## src/rtl/ota_diff_stim_driver.sv

```systemverilog
// ota_diff_stim_driver
// Turns a stream of signed codes into a complementary 1-bit pulse-density
// pair (vip/vin) using a first-order delta-sigma modulator. Each accepted
// code is played for DWELL cycles; codes may follow back-to-back.
//
// Handshake: a code transfers on every rising edge where in_valid and
// in_ready are both high (and abort is low); in_code is sampled only on that
// edge. While in_ready is low, upstream must hold in_valid and in_code stable.
// in_ready is high in IDLE and in the last RUN cycle of a dwell, which lets a
// follow-on code start with no gap cycle.
module ota_diff_stim_driver #(
  parameter int WIDTH = 8,
  parameter int DWELL = 16
) (
  input  logic             clk,
  input  logic             rst,
  input  logic [WIDTH-1:0] in_code,
  input  logic             in_valid,
  output logic             in_ready,
  input  logic             abort,
  output logic             vip,
  output logic             vin,
  output logic             busy,
  output logic             sample_done
);

  localparam int CW = (DWELL > 1) ? $clog2(DWELL) : 1;
  localparam logic [CW-1:0] CNT_LAST = CW'(DWELL - 1);

  typedef enum logic {
    ST_IDLE = 1'b0,
    ST_RUN  = 1'b1
  } state_t;

  state_t           state_q, state_d;
  logic [WIDTH-1:0] acc_q, acc_d;
  logic [CW-1:0]    cnt_q, cnt_d;
  logic [WIDTH-1:0] code_q, code_d;   // offset-binary level being played
  logic             vip_q, vip_d;
  logic             vin_q, vin_d;
  logic             done_q, done_d;

  logic [WIDTH-1:0] u_in;
  logic [WIDTH:0]   sum;
  logic             carry;
  logic             accept;
  logic             last_cnt;

  // Offset-binary mapping of the incoming code: most negative -> 0.
  assign u_in = {~in_code[WIDTH-1], in_code[WIDTH-2:0]};

  // Modulator adder; the carry out is the density bit for this cycle.
  assign sum   = {1'b0, acc_q} + {1'b0, code_q};
  assign carry = sum[WIDTH];

  assign last_cnt = (cnt_q == CNT_LAST);
  assign in_ready = (state_q == ST_IDLE) || last_cnt;
  assign accept   = in_valid && in_ready && !abort;
  assign busy     = (state_q == ST_RUN);

  assign vip         = vip_q;
  assign vin         = vin_q;
  assign sample_done = done_q;

  // Next-state logic for FSM, modulator and registered outputs.
  always_comb begin
    state_d = state_q;
    acc_d   = acc_q;
    cnt_d   = cnt_q;
    code_d  = code_q;
    vip_d   = 1'b0;
    vin_d   = 1'b0;
    done_d  = 1'b0;

    if (abort) begin
      // Abort clears the dwell; the accumulator restarts from zero.
      state_d = ST_IDLE;
      acc_d   = '0;
      cnt_d   = '0;
    end else begin
      case (state_q)
        ST_IDLE: begin
          if (accept) begin
            code_d  = u_in;
            cnt_d   = '0;
            state_d = ST_RUN;
          end
        end
        ST_RUN: begin
          // acc is kept across codes so there is no bias at code boundaries.
          acc_d = sum[WIDTH-1:0];
          vip_d = carry;
          vin_d = ~carry;
          if (last_cnt) begin
            done_d = 1'b1;
            cnt_d  = '0;
            if (accept) begin
              code_d = u_in;
            end else begin
              state_d = ST_IDLE;
            end
          end else begin
            cnt_d = cnt_q + 1'b1;
          end
        end
        default: begin
          state_d = ST_IDLE;
        end
      endcase
    end
  end

  // State registers with asynchronous active-high reset.
  always_ff @(posedge clk or posedge rst) begin
    if (rst) begin
      state_q <= ST_IDLE;
      acc_q   <= '0;
      cnt_q   <= '0;
      code_q  <= '0;
      vip_q   <= 1'b0;
      vin_q   <= 1'b0;
      done_q  <= 1'b0;
    end else begin
      state_q <= state_d;
      acc_q   <= acc_d;
      cnt_q   <= cnt_d;
      code_q  <= code_d;
      vip_q   <= vip_d;
      vin_q   <= vin_d;
      done_q  <= done_d;
    end
  end

endmodule

```

## config.mk

```make
export PLATFORM = sky130hd
export DESIGN_NAME = ota_diff_stim_driver
export DESIGN_NICKNAME = d
export VERILOG_FILES = /design/src/rtl/ota_diff_stim_driver.sv
export SDC_FILE = /design/constraint.sdc
export NUM_CORES = 1
export LEC_CHECK = 0
export BUFFER_PORTS_ARGS = -buffer_cell sky130_fd_sc_hd__buf_4
export CORE_MARGIN = 4
export CORE_UTILIZATION = 50
export DETAILED_ROUTE_END_ITERATION = 10
export PLACE_DENSITY = 0.7
export SETUP_SLACK_MARGIN = 0.05
export SLEW_MARGIN = 20
export SYNTH_ARGS = -nofsm -noshare
export SYNTH_HDL_FRONTEND = slang
export SYNTH_SLANG_ARGS = --single-unit
```

## constraint.sdc

```tcl
create_clock -name clk -period 4.05 [get_ports clk]
set_clock_uncertainty 0.1 [all_clocks]
set_input_delay 0.81 -clock clk [delete_from_list [all_inputs] [get_ports clk]]
set_output_delay 0.81 -clock clk [all_outputs]
set_load 0.01 [all_outputs]
```

### Word-level counts from Yosys, hierarchy flattened

Index checks and enable logic that the tools add are counted.

* $add $sub $neg: 2
* equal/unequal tests: 3
* muxes and demuxes: 20
* bitwise operators: 4
* reductions and logical operators: 6

Operators by type and width (count)
* $mux W8: 4
* $pmux W8 S2: 1
* $mux W4: 3
* $mux W1: 10
* $add A8 B8 Y9: 1
* $pmux W4 S2: 1
* $add A4 B1 Y4 const B: 1
* $eq A4 B4 Y1 const B: 1
* $not A1 Y1: 4
* $ne A3 B3 Y1 const B: 1
* $logic_and A1 B1 Y1: 2
* $ne A2 B1 Y1 const B: 1
* $pmux W1 S2: 1
* $reduce_and A2 Y1: 1
* $reduce_bool A2 Y1: 1
* $logic_not A1 Y1: 1
* $logic_or A1 B1 Y1: 1

* bits in registers: 24
* logic and storage cells: 42

### Longest topological paths before layout

Gate-level depths: netlist (run 1).

* depth after elaboration: 8
* mapped depth: 6
* gate-level depth less buffers: 6

### Worst setup path before layout (run 1)

Ideal clock, no wire load.

* path kind: flip-flop to flip-flop
* start point: register acc_q[0]
* end point: register vin_q (netlist: vin)
* arrival time: 1855 ps
* data required time: 3856 ps
* path slack: 2001 ps
* cell stages (with the launch flop): 7
* buffers on the path: 0
* period minus slack after synthesis: 2049 ps
* cell sequence: dfrtp_1 -> ha_1 -> fa_1 -> a211o_1 -> a211oi_1 -> o21ai_1 -> a211oi_1

* cells in the longest elaborated chain, start to end: 4

Ends and longest elaborated chain
* from (decl): line 36 `logic [WIDTH-1:0] acc_q, acc_d;`
* from (signal assigned): line 117 `acc_q <= '0;`
* from (signal assigned): line 125 `acc_q <= acc_d;`
* $add A8 B8 Y9: line 53 `assign sum = {1'b0, acc_q} + {1'b0, code_q};`
* $not A1 Y1: line 93 `vin_d = ~carry;`
* $mux W1: line 81 `case (state_q)`
* $mux W1: line 75 `if (abort) begin`
* named net vin_d: line 40 `logic vin_q, vin_d;`
* to (signal assigned): line 129 `vin_q <= vin_d;`
* to (decl): line 40

The timed path passes the listed nets, and every way through them passes these cells.
A chain may end at the register's enable or synchronous reset.

### Worst setup path in the final report (run 1)

* start point: register cnt_q[0]
* end point: output in_ready

* cells in the longest elaborated chain, start to end: 2

Ends and longest elaborated chain
* from (decl): line 37 `logic [CW-1:0] cnt_q, cnt_d;`
* from (signal assigned): line 126 `cnt_q <= cnt_d;`
* $eq A4 B4 Y1: line 56 `assign last_cnt = (cnt_q == CNT_LAST);`
* $logic_or A1 B1 Y1: line 57 `assign in_ready = (state_q == ST_IDLE) || last_cnt;`
* to (decl): line 19 `output logic in_ready,`

Every way passes these cells.

==> results.cfg, run 1 <==
[synth]
async_reset_ff_frac = 1.00
ys_ff_latch = 24
synth-seq-area-share = 0.449
ys_warn_count = 0
ys_types = 39
avgSynthCellArea_um2 = 10.8
synth_nets = 146
synth_top_area_cell = dfrtp_1
yosysTopAreaCellShare = 0.449
syn_area_um2 = 1340
synthesis.instances = 124
synth_area_leaders = dfrtp_1 45%, ha_1 8.4%, nor2_1 4.2%
yosys_most_used_dff = dfrtp_1
synth-edff-count = 0

[worst_hold_path]
min_to = code_q[0]$_DFFE_PP0P_
hold_depth = 1
min_from = code_q[0]$_DFFE_PP0P_
hp-class = reg -> reg

[global_routing]
grt_antenna_before_repair = 0
grt_first_pass_wirelength_um = 4400
grt_pass1_vias = 1058
grt.total_usage = 0.163
grt_max_degree = 25
grt.overflow.total = 0

[timing]
setup_viol_count_final = 0
worst_pin_slew_ps = 892
rsz0062_at_grt = false
relSlewSlack = 0.404
finalSetupTns_ps = 0
max_clock_freq_mhz = 397
fin_crit_ps = 2520
finalHoldViolCount = 0
finalCritPeriodShare = 0.622
maxSlewViolCount = 0

[setup_path]
cpPeakStageDelay_ps = 450
rr_startpoint = acc_q[0]$_DFFE_PP0P_
r2r-end = vin$_DFF_PP0_
worstPathRequired_ps = 3140
crit_chain = ha_1, nand3_1, and2_1, inv_1, buf_4
slowest_stage = dfrtp_1
worstPathMaxFanout = 4
worstSetupStartpoint = cnt_q[0]$_DFFE_PP0P_
arrival_ps = 1610
start_kind = register
reg2reg_slack_ps = 1830
reg2reg_depth = 6
cp-end-kind = output port
path_class = reg -> out

[detailed_routing]
wl_um = 2550
avgViaCountPerCell = 5.91
drt-initial-drc-count = 47
wl_per_cell_um = 14.9
ant_nets = 0
dr.pass1.iters = 4
drc = 0
vias = 1010

[clock_network]
cts_root_buffer = clkbuf_4
htreeDepth = 1
cts_buffers = 3
cts_num_sinks = 24
cts_tree = done
cts-hold-fix-buffers = 0
postCtsResizedCells = 0
path_clk_slew_ps = 130
clk_latency_ps = 320
cts_buffer_depth = 2
cts_setup_buffers = 0

[finish]
nFillCells = 227
final_area_um2 = 1510
antenna_cells = 0
final_cell_mix = 24 x dfrtp_1, 16 x buf_4, 15 x nor2_1
drive_gt1_frac = 0.206
final_common_cell = dfrtp_1
syn_to_final_growth_pct = 13.1
final_nets = 164

[floorplan]
num_io_pins = 17
die_h_um = 59.7
die_area_um2 = 3570
die_width_um = 59.7
rows = 18
start_util = 0.531
core_area_um2 = 2520

[pwr]
leakage_nw = 0.727
pwr_density_cell_nw_per_um2 = 403
peakVddDrop_mv = 0.270

[placement]
port_buffers = 16
dp_hpwl_um = 1880
gp_congestion = 0.818
postPlaceCellArea_um2 = 1480

[job]
maxCapViolCount = 0

[outcome]
status = complete, no violations
==> logic make-up (layout without fill, tap and decap cells) <==
logic type      count (synthesis)  in the layout  share of synthesized area
compound gates                 37             37                      0.207
simple gates                   30             30                      0.114
flops                          24             24                      0.449
mux                            11             11                     0.0888
buf+inv                        11             28                     0.0364
fa+ha+maj                      10             10                     0.0991
xor+xnor                        1              1                    0.00654
==> registers in the layout, summed over array words and instances (netlist names) <==
name,cells
acc_q,8
code_q,8
cnt_q,4
busy,1
sample_done,1
vin,1
vip,1
==> where the power goes <==
group	switching, mW	internal [mW]
Clock	0.0720	0.0550
Sequential	0.0216	0.269
Combinational	0.101	0.0913
==> area by class of cell <==
| cell class | count | area (µm²) | share of cell area |
|---|---|---|---|
| Inverter | 8 | 30.0 | 0.0198 |
| Clock buffer | 4 | 36.3 | 0.0240 |
| Multi-Input combinational cell | 89 | 689 | 0.455 |
| Sequential cell | 24 | 601 | 0.397 |
| Timing Repair Buffer | 16 | 120 | 0.0793 |
| Tap cell | 30 | 37.5 | 0.0248 |
==> critical path: cells and delay by family, from the launching register on <==
kind	cells	cell delay [ps]
flops	1	450
simple gates	2	350
fa+ha+maj	1	270
buf+inv	2	230
==> how the worst max path moves through the flow <==
stage	cells after the start	slack (ps)	to
2_1_floorplan	6	2000	vin$_DFF_PP0_
5_1_grt	5	1470	in_ready
6_report	5	1530	in_ready
3_3_place_gp	6	1910	vin$_DFF_PP0_
3_5_place_dp	6	1840	vin$_DFF_PP0_
4_1_cts	5	1530	in_ready
==> stage by stage <==
stage	hold slack, ps	worst slack [ps]	cells	power, mW	utilization
3_5_place_dp	393	1840	167	0.487	0.586
6_report	420	1530	171	0.610	0.600
3_3_place_gp	375	1910	167	0.479	0.586
4_1_cts	424	1530	171	0.615	0.600
5_1_grt	436	1470	171	0.652	0.600
2_1_floorplan	362	2000	124	0.441	-
==> per-layer routing <==
metal  up-vias  GRT usage  part of all wire
li1        491          -                 -
met1       491      0.199              0.47
met2        23      0.267              0.46
met3         5     0.0302             0.047
met4         0     0.0949             0.018
met5         -          0                 0
==> synthesized netlist by cell type (all sizes together), types with 3 or more instances <==
| cell type | number |
|---|---|
| a21oi | 8 |
| nand3 | 4 |
| ha | 9 |
| inv | 8 |
| dfrtp | 24 |
| a211o | 4 |
| o21ai | 8 |
| mux2i | 4 |
| mux2 | 7 |
| a21o | 3 |
| nor2 | 15 |
| a211oi | 5 |
(Power assumes the default switching activity.)
==> inputs of run 2 (changes only) <==
==> constraint.sdc (replaced) <==
create_clock -name clk -period 2.6 [get_ports clk]
set_clock_uncertainty 0.1 [all_clocks]
set_input_delay 0.52 -clock clk [delete_from_list [all_inputs] [get_ports clk]]
set_output_delay 0.52 -clock clk [all_outputs]
set_load 0.01 [all_outputs]
==> results.cfg, run 2 (synthesized netlist as in run 1, its figures left out) <==
[job]
maxCapViolCount = 0

[finish]
final_nets = 165
syn_to_final_growth_pct = 12.6
fin_util = 0.598
drive_gt1_frac = 0.206
reg_top3 = acc_q x8, code_q x8, cnt_q x4
nFillCells = 233
final_common_cell = dfrtp_1
final_cell_mix = 24 x dfrtp_1, 17 x buf_4, 15 x nor2_1
antenna_cells = 0

[detailed_routing]
vias = 996
dr.pass1.iters = 4
avgViaCountPerCell = 5.82
ant_nets = 0
drc = 0
drt-initial-drc-count = 37
wl_um = 2430
wl_per_cell_um = 14.2

[outcome]
status = complete, no violations

[timing]
finalHoldViolCount = 0
max_clock_freq_mhz = 454
fin_crit_ps = 2200
relSlewSlack = 0.652
maxSlewViolCount = 0
setup_viol_count_final = 0
finalSetupTns_ps = 0
worst_pin_slew_ps = 522
finalCritPeriodShare = 0.847
rsz0062_at_grt = false

[clock_network]
cts_root_buffer = clkbuf_4
cts_num_sinks = 24
cts-hold-fix-buffers = 0
path_clk_slew_ps = 110
cts_buffer_depth = 2
cts_buffers = 3
postCtsResizedCells = 0
clk_latency_ps = 300
cts_setup_buffers = 0
cts_tree = done
htreeDepth = 1

[placement]
dp_hpwl_um = 1830
port_buffers = 16
gp_congestion = 0.807

[setup_path]
start_kind = register
worstPathMaxFanout = 3
crit_chain = ha_1, fa_1, a211o_1, a211oi_1, o21ai_1, a211oi_1
path_common_cell = a211oi_1
path_class = reg -> reg
critical_path.top_delay_family = compound AO/OA/AOI/OAI gates
slowest_stage = fa_1
cp-end-kind = register
worstPathRequired_ps = 2720
critPathBufInv = 0
cpPeakStageDelay_ps = 440
arrival_ps = 2320

[pwr]
leakage_nw = 0.725
peakVddDrop_mv = 0.420
pwr_density_cell_nw_per_um2 = 598

[floorplan]
rows = 18
start_util = 0.531
num_io_pins = 17
die_width_um = 59.7
core_area_um2 = 2520
die_area_um2 = 3570
die_h_um = 59.7

[global_routing]
grt.total_usage = 0.158
grt_first_pass_wirelength_um = 4310
grt_pass1_vias = 992
grt_antenna_before_repair = 0
grt.overflow.total = 0
grt_max_degree = 25

[worst_hold_path]
hp-class = in -> async
==> run 2: worst paths after layout <==
kind,start,to,slack [ps],cells after the start
setup / recovery,acc_q[0]$_DFFE_PP0P_,vin$_DFF_PP0_,400,6
hold / removal,rst,acc_q[6]$_DFFE_PP0P_,140,3
setup reg to reg,acc_q[0]$_DFFE_PP0P_,vin$_DFF_PP0_,400,6
hold reg to reg,code_q[0]$_DFFE_PP0P_,code_q[0]$_DFFE_PP0P_,420,1
max in group asynchronous,rst,code_q[1]$_DFFE_PP0P_,2030,3
min in group clk,in_code[7],code_q[7]$_DFFE_PP0P_,280,2
==> run 2: worst min-delay path: cells and delay by family <==
kind	cells	cell delay, ps
buf+inv	3	430
==> run 2: final cells by class <==
type / count / area, µm² / share of cell area
sequential: 24 / 601 / 0.398
timing repair buffer: 17 / 128 / 0.0846
multi-input combinational: 89 / 689 / 0.457
inverter: 8 / 30.0 / 0.0199
clock buffer: 3 / 22.5 / 0.0149
tap: 30 / 37.5 / 0.0249
==> run 2: through the flow <==
stage                     instances  power (mW)  worst slack [ps]  cell area, µm²  hold WS (ps)
final                           171       0.901               397            1510           143
after floorplan                 124       0.687               551            1340           362
after detailed placement        168       0.758               416            1490           397
after global routing            171       0.976               212            1510           158
after CTS                       171       0.915               383            1510           142
after global placement          168       0.747               459            1490           374
==> run 2: layer usage <==
layer	global-route usage	share of wire	vias to the layer above	wire (µm)
met2	0.270	0.48	26	1170
met5	0	0	-	0
met1	0.201	0.46	476	1100
li1	-	-	492	-
met4	0.0348	0.0078	0	19
met3	0.0389	0.055	2	133
==> run 2: power breakdown <==
group	leakage, nW	total (mW)	switching (mW)	internal, mW
Sequential	0.310	0.453	0.0336	0.419
Clock	0.0138	0.152	0.0975	0.0541
Combinational	0.401	0.297	0.154	0.143
Total	0.725	0.901	0.285	0.616
==> inputs of run 3 (changes only) <==
--- a/config.mk
+++ b/config.mk
@@ -5,6 +5,7 @@
 export SDC_FILE = /design/constraint.sdc
 export NUM_CORES = 1
 export LEC_CHECK = 0
+export ABC_AREA = 1
 export BUFFER_PORTS_ARGS = -buffer_cell sky130_fd_sc_hd__buf_4
 export CORE_MARGIN = 4
 export CORE_UTILIZATION = 50
==> constraint.sdc (replaced) <==
create_clock -name clk -period 2.05 [get_ports clk]
set_clock_uncertainty 0.1 [all_clocks]
set_input_delay 0.41 -clock clk [delete_from_list [all_inputs] [get_ports clk]]
set_output_delay 0.41 -clock clk [all_outputs]
set_load 0.01 [all_outputs]
==> results.cfg, run 3 <==
[outcome]
status = complete, no violations

[finish]
antenna_cells = 0
final_common_cell = nand2_1
nFillCells = 243
syn_to_final_growth_pct = 13.2
final_area_um2 = 1510
final_cell_mix = 45 x nand2_1, 24 x dfrtp_1, 19 x inv_1
final_nets = 196
reg_top3 = acc_q x8, code_q x8, cnt_q x4
seqCellArea_um2 = 601
final_cells = 202
multiInputGateArea_um2 = 643
drive_gt1_frac = 0.227

[synth]
async_reset_ff_frac = 1.00
ys_ff_latch = 24
syn_area_um2 = 1330
yosysTopAreaCellShare = 0.450
ys_types = 23
synth.most_common_cell = nand2_1
synthesis.instances = 153
synth_nets = 175
synth_area_leaders = dfrtp_1 45%, nand2_1 13%, ha_1 8.4%
yosys_most_used_dff = dfrtp_1
synth-seq-area-share = 0.450
avgSynthCellArea_um2 = 8.72
synth-edff-count = 0
synth_top_area_cell = dfrtp_1
ys_warn_count = 0
synthTopCellsByCount = 45 x nand2_1, 24 x dfrtp_1, 19 x inv_1

[clock_network]
cts_buffer_depth = 2
cts_root_buffer = clkbuf_4
htreeDepth = 1
cts_setup_buffers = 0
cts-hold-fix-buffers = 0
clk_latency_ps = 310
postCtsResizedCells = 0
cts_tree = done
cts_buffers = 3
cts_num_sinks = 24
path_clk_slew_ps = 130

[timing]
worst_pin_slew_ps = 440
finalCritPeriodShare = 0.892
fin_crit_ps = 1830
finalHoldViolCount = 0
rsz0062_at_grt = false
holdWs_ps = 20.0
relSlewSlack = 0.707
setup_viol_count_final = 0
finalSetupTns_ps = 0
max_clock_freq_mhz = 547
maxSlewViolCount = 0

[detailed_routing]
wl_um = 2370
avgViaCountPerCell = 5.08
dr.pass1.iters = 4
wl_per_cell_um = 11.7
ant_nets = 0
vias = 1027
drt-initial-drc-count = 19
drc = 0

[global_routing]
busiest_layer = met2
grtUsageMet2 = 0.261
grt.overflow.total = 0
grt_first_pass_wirelength_um = 4370
grt.met3_usage = 0.0346
grt_util_met1 = 0.202
grt.total_usage = 0.162
grt_max_degree = 25
grt_pass1_vias = 1039
grt_antenna_before_repair = 0

[floorplan]
start_util = 0.534
die_width_um = 59.7
core_area_um2 = 2500
die_area_um2 = 3560
rows = 18
die_h_um = 59.7
num_io_pins = 17

[setup_path]
reg2reg_depth = 8
path_class = reg -> out
arrival_ps = 1320
start_kind = register
slowest_stage = dfrtp_1
cpPeakStageDelay_ps = 420
worstPathMaxFanout = 4
crit_chain = ha_1, nand3_2, nand2_4, buf_4
worstPathRequired_ps = 1540
cp-end-kind = output port

[pwr]
peakVddDrop_mv = 0.469
leakage_nw = 0.838
pwr_density_cell_nw_per_um2 = 727

[placement]
port_buffers = 16
postPlaceCellArea_um2 = 1490
dp_hpwl_um = 1800
gp_congestion = 0.740
dp.cells = 199

[job]
maxCapViolCount = 0

[worst_hold_path]
hp-class = in -> async
## run 3: path summary, 6_finish.rpt
kind | start | end | slack [ps]
setup reg to reg | code_q[0]$_DFFE_PP0P_ | acc_q[6]$_DFFE_PP0P_ | 340
max in group asynchronous | rst | code_q[2]$_DFFE_PP0P_ | 1600
setup / recovery | cnt_q[0]$_DFFE_PP0P_ | in_ready | 220
min in group clk | in_code[7] | code_q[7]$_DFFE_PP0P_ | 150
hold / removal | rst | sample_done$_DFF_PP0_ | 20
hold reg to reg | acc_q[7]$_DFFE_PP0P_ | acc_q[7]$_DFFE_PP0P_ | 400
## run 3: where the power goes
part	leakage (nW)	total (mW)	switching (mW)	internal, mW
sequential	0.316	0.573	0.0415	0.531
clock	0.0138	0.205	0.136	0.0688
combinational	0.508	0.320	0.183	0.137
## run 3: final cells by class
| class | instances | area share |
|---|---|---|
| clock buffers | 3 | 0.0149 |
| inverters | 21 | 0.0522 |
| multi-input cells | 107 | 0.426 |
| flip-flops and latches | 24 | 0.398 |
| well taps | 30 | 0.0249 |
| repair buffers | 17 | 0.0845 |
## run 3: routing by layer
layer	share of wire	vias to the layer above	routed length, µm
li1	-	532	-
met1	0.44	457	1050
met2	0.46	28	1080
met3	0.063	10	150
met4	0.035	0	83
met5	0	-	0
## run 3: kinds of logic after synthesis
group                    after synthesis  synth area share
AO/OA/AOI/OAI                         26             0.130
AND/OR/NAND/NOR                       70             0.246
XOR/XNOR                               1           0.00657
adder cells (fa/ha/maj)               10            0.0994
flip-flops                            24             0.450
buffers and inverters                 22            0.0675
## run 3: critical path, delay by kind of cell, from the launching register on
| kind | cells | cell delay (ps) |
|---|---|---|
| adder cells (fa/ha/maj) | 1 | 250 |
| buffers and inverters | 1 | 150 |
| flip-flops | 1 | 420 |
| AND/OR/NAND/NOR | 2 | 190 |
## run 3: per-stage QoR
stage           util  power, mW  setup WS [ps]
2_1_floorplan      -      0.821            438
3_3_place_gp   0.595      0.891            383
3_5_place_dp   0.595      0.908            344
4_1_cts        0.604       1.11            203
5_1_grt        0.604       1.20            104
6_report       0.604       1.10            221
